$ cat src/rtl/hazard_scoreboard_if.sv
// Pipeline <-> hazard scoreboard bundle: D-stage tag, branch/memory status in,
// stall/flush/forward controls and stall-cycle count out.
interface hazard_scoreboard_if #(
  parameter int unsigned ADDRESSWIDTH = 4,
  parameter int unsigned CNTWIDTH     = 16
);
  logic                    validD;
  logic [ADDRESSWIDTH-1:0] reg1AddressD;
  logic [ADDRESSWIDTH-1:0] reg2AddressD;
  logic [ADDRESSWIDTH-1:0] regDestinationAddressD;
  logic                    writeEnableD;
  logic                    isLoadD;
  logic                    isStoreD;
  logic                    takeBranchE;
  logic                    memReadyM;

  logic                    stallF;
  logic                    stallD;
  logic                    stallE;
  logic                    stallM;
  logic                    flushD;
  logic                    flushE;
  logic [1:0]              data1ForwardSelectorE;
  logic [1:0]              data2ForwardSelectorE;
  logic [CNTWIDTH-1:0]     stallCount;

  modport master (
    output validD, reg1AddressD, reg2AddressD, regDestinationAddressD,
           writeEnableD, isLoadD, isStoreD, takeBranchE, memReadyM,
    input  stallF, stallD, stallE, stallM, flushD, flushE,
           data1ForwardSelectorE, data2ForwardSelectorE, stallCount
  );

  modport slave (
    input  validD, reg1AddressD, reg2AddressD, regDestinationAddressD,
           writeEnableD, isLoadD, isStoreD, takeBranchE, memReadyM,
    output stallF, stallD, stallE, stallM, flushD, flushE,
           data1ForwardSelectorE, data2ForwardSelectorE, stallCount
  );
endinterface

$ cat src/rtl/hazard_scoreboard.sv
// Hazard scoreboard for the 5-stage pipeline: shadow E/M/WB tags drive forwarding,
// load-use/interlock stalls, branch flushes and memory-wait freezes.
// Optional macro HAZARD_R0_HARDWIRED_EN: register 0 never matches any slot.
module hazard_scoreboard #(
  parameter int unsigned ADDRESSWIDTH = 4,
  parameter int unsigned FORWARDING   = 1,
  parameter int unsigned CNTWIDTH     = 16
) (
  input logic                clock,
  input logic                reset,
  hazard_scoreboard_if.slave hz
);

  typedef struct packed {
    logic                    valid;
    logic [ADDRESSWIDTH-1:0] dest;
    logic                    we;
    logic                    load;
    logic                    store;
    logic [ADDRESSWIDTH-1:0] src1;
    logic [ADDRESSWIDTH-1:0] src2;
  } slot_t;

  slot_t               e_q, m_q, wb_q;
  slot_t               e_d, m_d, wb_d;
  slot_t               d_tag;
  logic [CNTWIDTH-1:0] cnt_q, cnt_d;

  logic       mem_wait;
  logic       branch;
  logic       d_hazard;
  logic       hazard_stall;
  logic [1:0] sel1, sel2;

  function automatic logic hit(input logic [ADDRESSWIDTH-1:0] src, input slot_t s);
`ifdef HAZARD_R0_HARDWIRED_EN
    return s.valid && s.we && (s.dest == src) && (src != '0);
`else
    return s.valid && s.we && (s.dest == src);
`endif
  endfunction

  function automatic logic [1:0] fwd_sel(input logic [ADDRESSWIDTH-1:0] src);
    if (hit(src, m_q) && !m_q.load) return 2'b10;
    else if (hit(src, wb_q))        return 2'b01;
    else                            return 2'b00;
  endfunction

  always_comb begin
    d_tag.valid = hz.validD;
    d_tag.dest  = hz.regDestinationAddressD;
    d_tag.we    = hz.writeEnableD;
    d_tag.load  = hz.isLoadD;
    d_tag.store = hz.isStoreD;
    d_tag.src1  = hz.reg1AddressD;
    d_tag.src2  = hz.reg2AddressD;
  end

  always_comb begin
    mem_wait = m_q.valid && (m_q.load || m_q.store) && !hz.memReadyM;
    branch   = hz.takeBranchE && !mem_wait;
    d_hazard = 1'b0;
    sel1     = 2'b00;
    sel2     = 2'b00;
    if (FORWARDING != 0) begin
      d_hazard = hz.validD && e_q.load &&
                 (hit(hz.reg1AddressD, e_q) || hit(hz.reg2AddressD, e_q));
      if (e_q.valid) begin
        sel1 = fwd_sel(e_q.src1);
        sel2 = fwd_sel(e_q.src2);
      end
    end else begin
      // Without bypassing, D waits until the producer reaches WB (regfile write-through).
      d_hazard = hz.validD &&
                 (hit(hz.reg1AddressD, e_q) || hit(hz.reg2AddressD, e_q) ||
                  hit(hz.reg1AddressD, m_q) || hit(hz.reg2AddressD, m_q));
    end
    hazard_stall = d_hazard && !mem_wait && !hz.takeBranchE;
  end

  assign hz.stallF                = mem_wait || hazard_stall;
  assign hz.stallD                = mem_wait || hazard_stall;
  assign hz.stallE                = mem_wait;
  assign hz.stallM                = mem_wait;
  assign hz.flushD                = branch;
  assign hz.flushE                = branch || hazard_stall;
  assign hz.data1ForwardSelectorE = sel1;
  assign hz.data2ForwardSelectorE = sel2;
  assign hz.stallCount            = cnt_q;

  always_comb begin
    e_d  = e_q;
    m_d  = m_q;
    wb_d = '0;
    if (!mem_wait) begin
      wb_d = m_q;
      m_d  = e_q;
      e_d  = (branch || hazard_stall) ? '0 : d_tag;
    end
    cnt_d = cnt_q;
    if (hz.stallF && (cnt_q != '1)) cnt_d = cnt_q + 1'b1;
  end

  always_ff @(posedge clock) begin
    if (reset) begin
      e_q   <= '0;
      m_q   <= '0;
      wb_q  <= '0;
      cnt_q <= '0;
    end else begin
      e_q   <= e_d;
      m_q   <= m_d;
      wb_q  <= wb_d;
      cnt_q <= cnt_d;
    end
  end

  // Tag fields carried for completeness but not consulted in these stages.
  logic unused_fields;
  assign unused_fields = ^{e_q.store, m_q.src1, m_q.src2,
                           wb_q.load, wb_q.store, wb_q.src1, wb_q.src2};

endmodule
$ cat src/flat_wrapper.sv
// flat-port wrapper written by rule: the top's interface ports become plain ports
module hazard_scoreboard_flat 
#(
  parameter int unsigned ADDRESSWIDTH = 4,
  parameter int unsigned FORWARDING   = 1,
  parameter int unsigned CNTWIDTH     = 16
)
  (clock, reset, hz_validD, hz_reg1AddressD, hz_reg2AddressD, hz_regDestinationAddressD, hz_writeEnableD, hz_isLoadD, hz_isStoreD, hz_takeBranchE, hz_memReadyM, hz_stallF, hz_stallD, hz_stallE, hz_stallM, hz_flushD, hz_flushE, hz_data1ForwardSelectorE, hz_data2ForwardSelectorE, hz_stallCount);
  hazard_scoreboard_if #(.ADDRESSWIDTH(ADDRESSWIDTH), .CNTWIDTH(CNTWIDTH)) hz_i ();
  input logic clock;
  input logic reset;
  input wire logic [$bits(hz_i.validD)-1:0] hz_validD;
  input wire logic [$bits(hz_i.reg1AddressD)-1:0] hz_reg1AddressD;
  input wire logic [$bits(hz_i.reg2AddressD)-1:0] hz_reg2AddressD;
  input wire logic [$bits(hz_i.regDestinationAddressD)-1:0] hz_regDestinationAddressD;
  input wire logic [$bits(hz_i.writeEnableD)-1:0] hz_writeEnableD;
  input wire logic [$bits(hz_i.isLoadD)-1:0] hz_isLoadD;
  input wire logic [$bits(hz_i.isStoreD)-1:0] hz_isStoreD;
  input wire logic [$bits(hz_i.takeBranchE)-1:0] hz_takeBranchE;
  input wire logic [$bits(hz_i.memReadyM)-1:0] hz_memReadyM;
  output wire logic [$bits(hz_i.stallF)-1:0] hz_stallF;
  output wire logic [$bits(hz_i.stallD)-1:0] hz_stallD;
  output wire logic [$bits(hz_i.stallE)-1:0] hz_stallE;
  output wire logic [$bits(hz_i.stallM)-1:0] hz_stallM;
  output wire logic [$bits(hz_i.flushD)-1:0] hz_flushD;
  output wire logic [$bits(hz_i.flushE)-1:0] hz_flushE;
  output wire logic [$bits(hz_i.data1ForwardSelectorE)-1:0] hz_data1ForwardSelectorE;
  output wire logic [$bits(hz_i.data2ForwardSelectorE)-1:0] hz_data2ForwardSelectorE;
  output wire logic [$bits(hz_i.stallCount)-1:0] hz_stallCount;
  assign hz_i.validD = hz_validD;
  assign hz_i.reg1AddressD = hz_reg1AddressD;
  assign hz_i.reg2AddressD = hz_reg2AddressD;
  assign hz_i.regDestinationAddressD = hz_regDestinationAddressD;
  assign hz_i.writeEnableD = hz_writeEnableD;
  assign hz_i.isLoadD = hz_isLoadD;
  assign hz_i.isStoreD = hz_isStoreD;
  assign hz_i.takeBranchE = hz_takeBranchE;
  assign hz_i.memReadyM = hz_memReadyM;
  assign hz_stallF = hz_i.stallF;
  assign hz_stallD = hz_i.stallD;
  assign hz_stallE = hz_i.stallE;
  assign hz_stallM = hz_i.stallM;
  assign hz_flushD = hz_i.flushD;
  assign hz_flushE = hz_i.flushE;
  assign hz_data1ForwardSelectorE = hz_i.data1ForwardSelectorE;
  assign hz_data2ForwardSelectorE = hz_i.data2ForwardSelectorE;
  assign hz_stallCount = hz_i.stallCount;
  hazard_scoreboard #(.ADDRESSWIDTH(ADDRESSWIDTH), .FORWARDING(FORWARDING), .CNTWIDTH(CNTWIDTH)) u_core (.clock(clock), .reset(reset), .hz(hz_i));
endmodule
$ cat config.mk
export PLATFORM = sky130hd
export DESIGN_NAME = hazard_scoreboard_flat
export DESIGN_NICKNAME = d
export VERILOG_FILES = /design/src/rtl/hazard_scoreboard_if.sv /design/src/rtl/hazard_scoreboard.sv /design/src/flat_wrapper.sv
export SDC_FILE = /design/constraint.sdc
export NUM_CORES = 1
export LEC_CHECK = 0
export BUFFER_PORTS_ARGS = -buffer_cell sky130_fd_sc_hd__buf_2
export CORE_ASPECT_RATIO = 1.25
export CORE_MARGIN = 10
export CORE_UTILIZATION = 57
export CTS_BUF_LIST = sky130_fd_sc_hd__clkbuf_4 sky130_fd_sc_hd__clkbuf_8 sky130_fd_sc_hd__clkbuf_16
export DETAILED_ROUTE_END_ITERATION = 8
export GPL_TIMING_DRIVEN = 1
export PLACE_DENSITY = 0.83
export SETUP_SLACK_MARGIN = 0.1
export SYNTH_ARGS = -nofsm -noshare
export SYNTH_HDL_FRONTEND = slang
export SYNTH_SLANG_ARGS = --single-unit
$ cat constraint.sdc
create_clock -name clock -period 2.85 [get_ports clock]
set_input_delay 0.57 -clock clock [delete_from_list [all_inputs] [get_ports clock]]
set_output_delay 0.57 -clock clock [all_outputs]
set_load 0.02 [all_outputs]
Word-level counts from Yosys, hierarchy flattened

Index checks and enable logic that the tools add are counted.
W data, S select, Z words.

Output and inout port bits: 26
Flip-flop bits (word level): 46
Input port bits: 20

Mux-type cells: 7
$add $sub $neg: 1
Reduce and logical (&&, ||, !) cells: 28
Equality and inequality tests: 7

Operators with widths:

| operator                | count |
|---|---|
| $eq A4 B4 Y1            | 6 |
| $logic_and A1 B1 Y1     | 19 |
| $add A16 B1 Y16 const B | 1 |
| $mux W16                | 1 |
| $ne A16 B16 Y1 const B  | 1 |
| $mux W2                 | 4 |
| $logic_not A1 Y1        | 4 |
| $logic_or A1 B1 Y1      | 4 |
| $mux W1                 | 2 |
| $reduce_or A2 Y1        | 1 |

Logic depth before layout (Yosys ltp)

Depth in word-level cells: 8
Mapped depth: 7

Worst setup path before layout

Ideal clock, no wire load.

Path type: input to output
Start: in hz_reg1AddressD[1]
End: out hz_stallF
Path slack: 0.719 ns
Arrival time: 1.561 ns
Buffers on the path: 1
Stages: 5
Required time: 2.280 ns
Cells stage by stage: xor2_1 nor4_2 o211ai_2 nand2_1 buf_4

Word-level cells in the longest chain between the ends: 7

Ends and longest elaborated chain:

| element                          | line                    | source |
|---|---|---|
| start: declaration               | flat_wrapper.sv:13      | `input wire logic [$bits(hz_i.reg1AddressD)-1:0] hz_reg1AddressD;` |
| $eq A4 B4 Y1                     | hazard_scoreboard.sv:39 | `return s.valid && s.we && (s.dest == src);` |
| $logic_and A1 B1 Y1              | --                      |  |
| $logic_or A1 B1 Y1               | --                      |  |
| $logic_and A1 B1 Y1              | hazard_scoreboard.sv:66 | `d_hazard = hz.validD && e_q.load &&` |
| $logic_and A1 B1 Y1 (2 in a row) | hazard_scoreboard.sv:78 | `hazard_stall = d_hazard && !mem_wait && !hz.takeBranchE;` |
| $logic_or A1 B1 Y1               | --                      |  |
| end: declaration                 | flat_wrapper.sv:21      | `output wire logic [$bits(hz_i.stallF)-1:0] hz_stallF;` |

No other way between the ends.

Worst setup path in the final report

Start: reg u_core.e_q[12] in the netlist's numbering
End: out hz_flushE

Word-level cells in the longest chain between the ends: 7

Ends and longest elaborated chain:

| element                              | line                     | source |
|---|---|---|
| start: declaration                   | hazard_scoreboard.sv:24  | `slot_t e_q, m_q, wb_q;` |
| start signal: assignment             | hazard_scoreboard.sv:106 | `e_q <= '0;` |
| start signal: assignment             | hazard_scoreboard.sv:111 | `e_q <= e_d;` |
| $eq A4 B4 Y1                         | hazard_scoreboard.sv:39  |  |
| $logic_and A1 B1 Y1                  | --                       |  |
| $logic_or A1 B1 Y1 (*)               | --                       |  |
| $logic_and A1 B1 Y1 (*)              | hazard_scoreboard.sv:66  |  |
| $logic_and A1 B1 Y1 (*) (2 in a row) | hazard_scoreboard.sv:78  |  |
| $logic_or A1 B1 Y1 (*)               | hazard_scoreboard.sv:86  | `assign hz.flushE = branch \|\| hazard_stall;` |
| end: declaration                     | flat_wrapper.sv:26       | `output wire logic [$bits(hz_i.flushE)-1:0] hz_flushE;` |

Mark *: on every way between the ends. The rest lies on a longest branch, timed or not.

==> results.json <==
{
  "final_layout_size_suffix_gt1_share_pct": 24.1,
  "min_path_type": "reg -> reg",
  "cp.required_ns": 2.28,
  "ys_seq_area_share_pct": 44.3,
  "synthArstFlopShare_pct": 0,
  "gp_congestion": 0.885,
  "grt_pass1_vias": 1794,
  "cts_buffer_depth": 2,
  "diodes": 0,
  "hold_violations": 0,
  "layout_min_cycle_time_ns": 2.46,
  "syn-instance-count": 225,
  "fin_crit_sh_pct": 86.1,
  "max-vdd-ir-drop_mv": 0.455,
  "grt_pass1_wl_um": 8320,
  "pre_cts_ws_ns": 0.425,
  "drt-total-wl_um": 4940,
  "htreeDepth": 2,
  "fin_setup_tns_ns": 0,
  "dp_hpwl_um": 3700,
  "rows": 24,
  "setup_ws_ns": 0.395,
  "p_leak_nw": 0.993,
  "fin_nets": 290,
  "via_per_inst": 5.67,
  "numCtsBuffers": 5,
  "num_vias": 1753,
  "antenna_left": 0,
  "cts_tree": "yes",
  "cts_resized": 0,
  "clock-skew-final_ns": 0.00664,
  "worstSetupPathType": "reg -> out",
  "grt_overflow_total": 0,
  "rsz0062_at_grt": "no",
  "start_kind": "flip-flop",
  "max_freq_mhz": 407,
  "first_iter_violations": 76,
  "postSynthAreaPerCell_sq_um": 9.24,
  "powerDensity_nw_per_um2": 484,
  "antenna_found_initial": 0,
  "syn_area_sq_um": 2080,
  "cts.sinks": 46,
  "slew_violations": 0,
  "cts.clk_slew.worst_paths_ns": 0.08,
  "coreArea_sq_um": 3510,
  "clk-insertion-delay-late_ns": 0.30,
  "tightest_slew_ns": 0.988,
  "crit_arrival_ns": 1.89,
  "initial_core_util_pct": 59.2,
  "synth_seq_cells": 46,
  "synthDistinctLibCells": 39,
  "status": "finished, final reports clean",
  "fill_cells": 300,
  "ios": 46,
  "root_buffer": "clkbuf_8",
  "fp.dieW_um": 74.0,
  "port_buffers": 45,
  "ctsHoldBuffers": 0,
  "drv_cap": 0,
  "syn_nets": 246,
  "grt_start_max_net_pins": 33,
  "drc": 0,
  "track_usage_pct": 16.0,
  "yosys_warnings": 0,
  "synth_ff_type": "dfxtp_1",
  "first_pass_iters": 4,
  "maxSlewHeadroom_pct": 33.9,
  "synthToLayoutAreaGrowth_pct": 16.1,
  "setup_viol": 0,
  "endpoint_kind": "primary output",
  "synth-edff-count": 0,
  "die-area_sq_um": 6480,
  "multi_input_area_sq_um": 1100,
  "die_y_um": 87.5,
  "avgRoutedWirePerCell_um": 16.0,
  "cts_setup_buffers": 0,
  "seqCellArea_sq_um": 921,
  "crit_path_max_fanout": 6
}
[power breakdown]
part / internal [W] / leakage [nW] / switching (W)
registers: 0.000656 / 0.374 / 0.0000160
logic: 0.0000405 / 0.567 / 0.0000412
clock network: 0.000205 / 0.0517 / 0.000210
total: 0.000902 / 0.993 / 0.000267
[layout by cell type, fill, tap and decap left out, types with 2 or more instances in the layout]
| master | synthesis | routed |
|---|---|---|
| nand4_1 | 11 | 11 |
| buf_4 | 2 | 2 |
| xnor2_1 | 19 | 19 |
| or3_1 | 5 | 5 |
| o21ai_0 | 6 | 6 |
| clkbuf_8 | 0 | 6 |
| dfxtp_1 | 46 | 46 |
| nand2_1 | 23 | 23 |
| o31ai_1 | 2 | 2 |
| buf_2 | 1 | 45 |
| and2_1 | 11 | 11 |
| xor2_1 | 8 | 8 |
| a22o_1 | 15 | 15 |
| nand3_1 | 3 | 3 |
| nor3_1 | 2 | 2 |
| and3_1 | 3 | 3 |
| nor4_2 | 2 | 2 |
| a21oi_1 | 16 | 16 |
| nor2_1 | 15 | 15 |
| mux2_2 | 4 | 4 |
| nand3b_1 | 2 | 2 |
| nor2b_1 | 5 | 5 |
| and4_1 | 2 | 2 |
| or4_1 | 2 | 2 |
[flip-flops by register name (all words and copies together) (netlist names)]
signal	flops
u_core.m_q	8
u_core.hz.stallCount	16
u_core.wb_q	6
u_core.e_q	16
[routing by layer]
metal | global-route usage (%) | share of wire, % | vias up
met5 | 0 | 0 | -
met4 | 6.45 | 1.6 | 0
met3 | 4.98 | 5.9 | 8
met2 | 27.0 | 51 | 42
met1 | 18.2 | 41 | 819
li1 | - | - | 884
[cells in the mapped netlist (3+ instances only)]
cell type,number,area share (%)
a21oi_1,16,3.9
a22o_1,15,6.3
and2_1,11,3.3
and3_1,3,0.90
clkbuf_1,5,0.90
dfxtp_1,46,44
mux2_2,4,2.2
nand2_1,23,4.2
nand3_1,3,0.72
nand4_1,11,3.3
nor2_1,15,2.7
nor2b_1,5,1.5
o21ai_0,6,1.4
or3_1,5,1.5
xnor2_1,19,8.0
xor2_1,8,3.4
[worst max-delay path: stages, from the launching register on]
cell and delay, ns:
dfxtp_1 0.37, xor2_1 0.19, nor4_2 0.35, o211ai_2 0.21
nand2b_1 0.17, and2_1 0.14, buf_2 0.17
[worst paths after layout]
kind | from | end | slack [ns] | cells past startpoint
max | u_core.e_q[12]$_SDFFE_PP0N_ | hz_flushE | 0.39 | 6
min | u_core.e_q[8]$_SDFFE_PP0N_ | u_core.m_q[8]$_SDFFE_PP0N_ | 0.47 | 2
max reg2reg | u_core.e_q[12]$_SDFFE_PP0N_ | u_core.hz.stallCount[12]$_SDFFE_PP0P_ | 0.72 | 6
min reg2reg | u_core.e_q[8]$_SDFFE_PP0N_ | u_core.m_q[8]$_SDFFE_PP0N_ | 0.47 | 2
[logic make-up after synthesis]
family | count (synthesis) | synth area share, %
multiplexers | 4 | 2.17
XOR/XNOR | 27 | 11.4
flip-flops | 46 | 44.3
AND/OR/NAND/NOR | 89 | 23.3
AO/OA/AOI/OAI | 46 | 15.3
adder cells (fa/ha/maj) | 1 | 0.602
buffers and inverters | 12 | 2.95
[through the flow]
step / hold slack (ns) / cell area, sq um / std cells / utilization (%) / power, W
global placement: 0.452 / 2310 / 301 / 65.9 / 0.000766
finish: 0.471 / 2410 / 309 / 68.7 / 0.00117
floorplan: 0.436 / 2080 / 225 / - / 0.000736
CTS: 0.469 / 2410 / 309 / 68.6 / 0.00118
global route: 0.484 / 2410 / 309 / 68.7 / 0.00121
detailed placement: 0.457 / 2310 / 301 / 65.9 / 0.000769
[final cells by class]
cell class / instances / area share [%]
Clock inverter: 1 / 0.207
Tap cell: 39 / 2.02
Multi-Input combinational cell: 167 / 45.6
Sequential cell: 46 / 38.2
Timing Repair Buffer: 47 / 9.95
Clock buffer: 7 / 3.73
Inverter: 2 / 0.311
No activity file was read; power rests on OpenSTA's default activity.
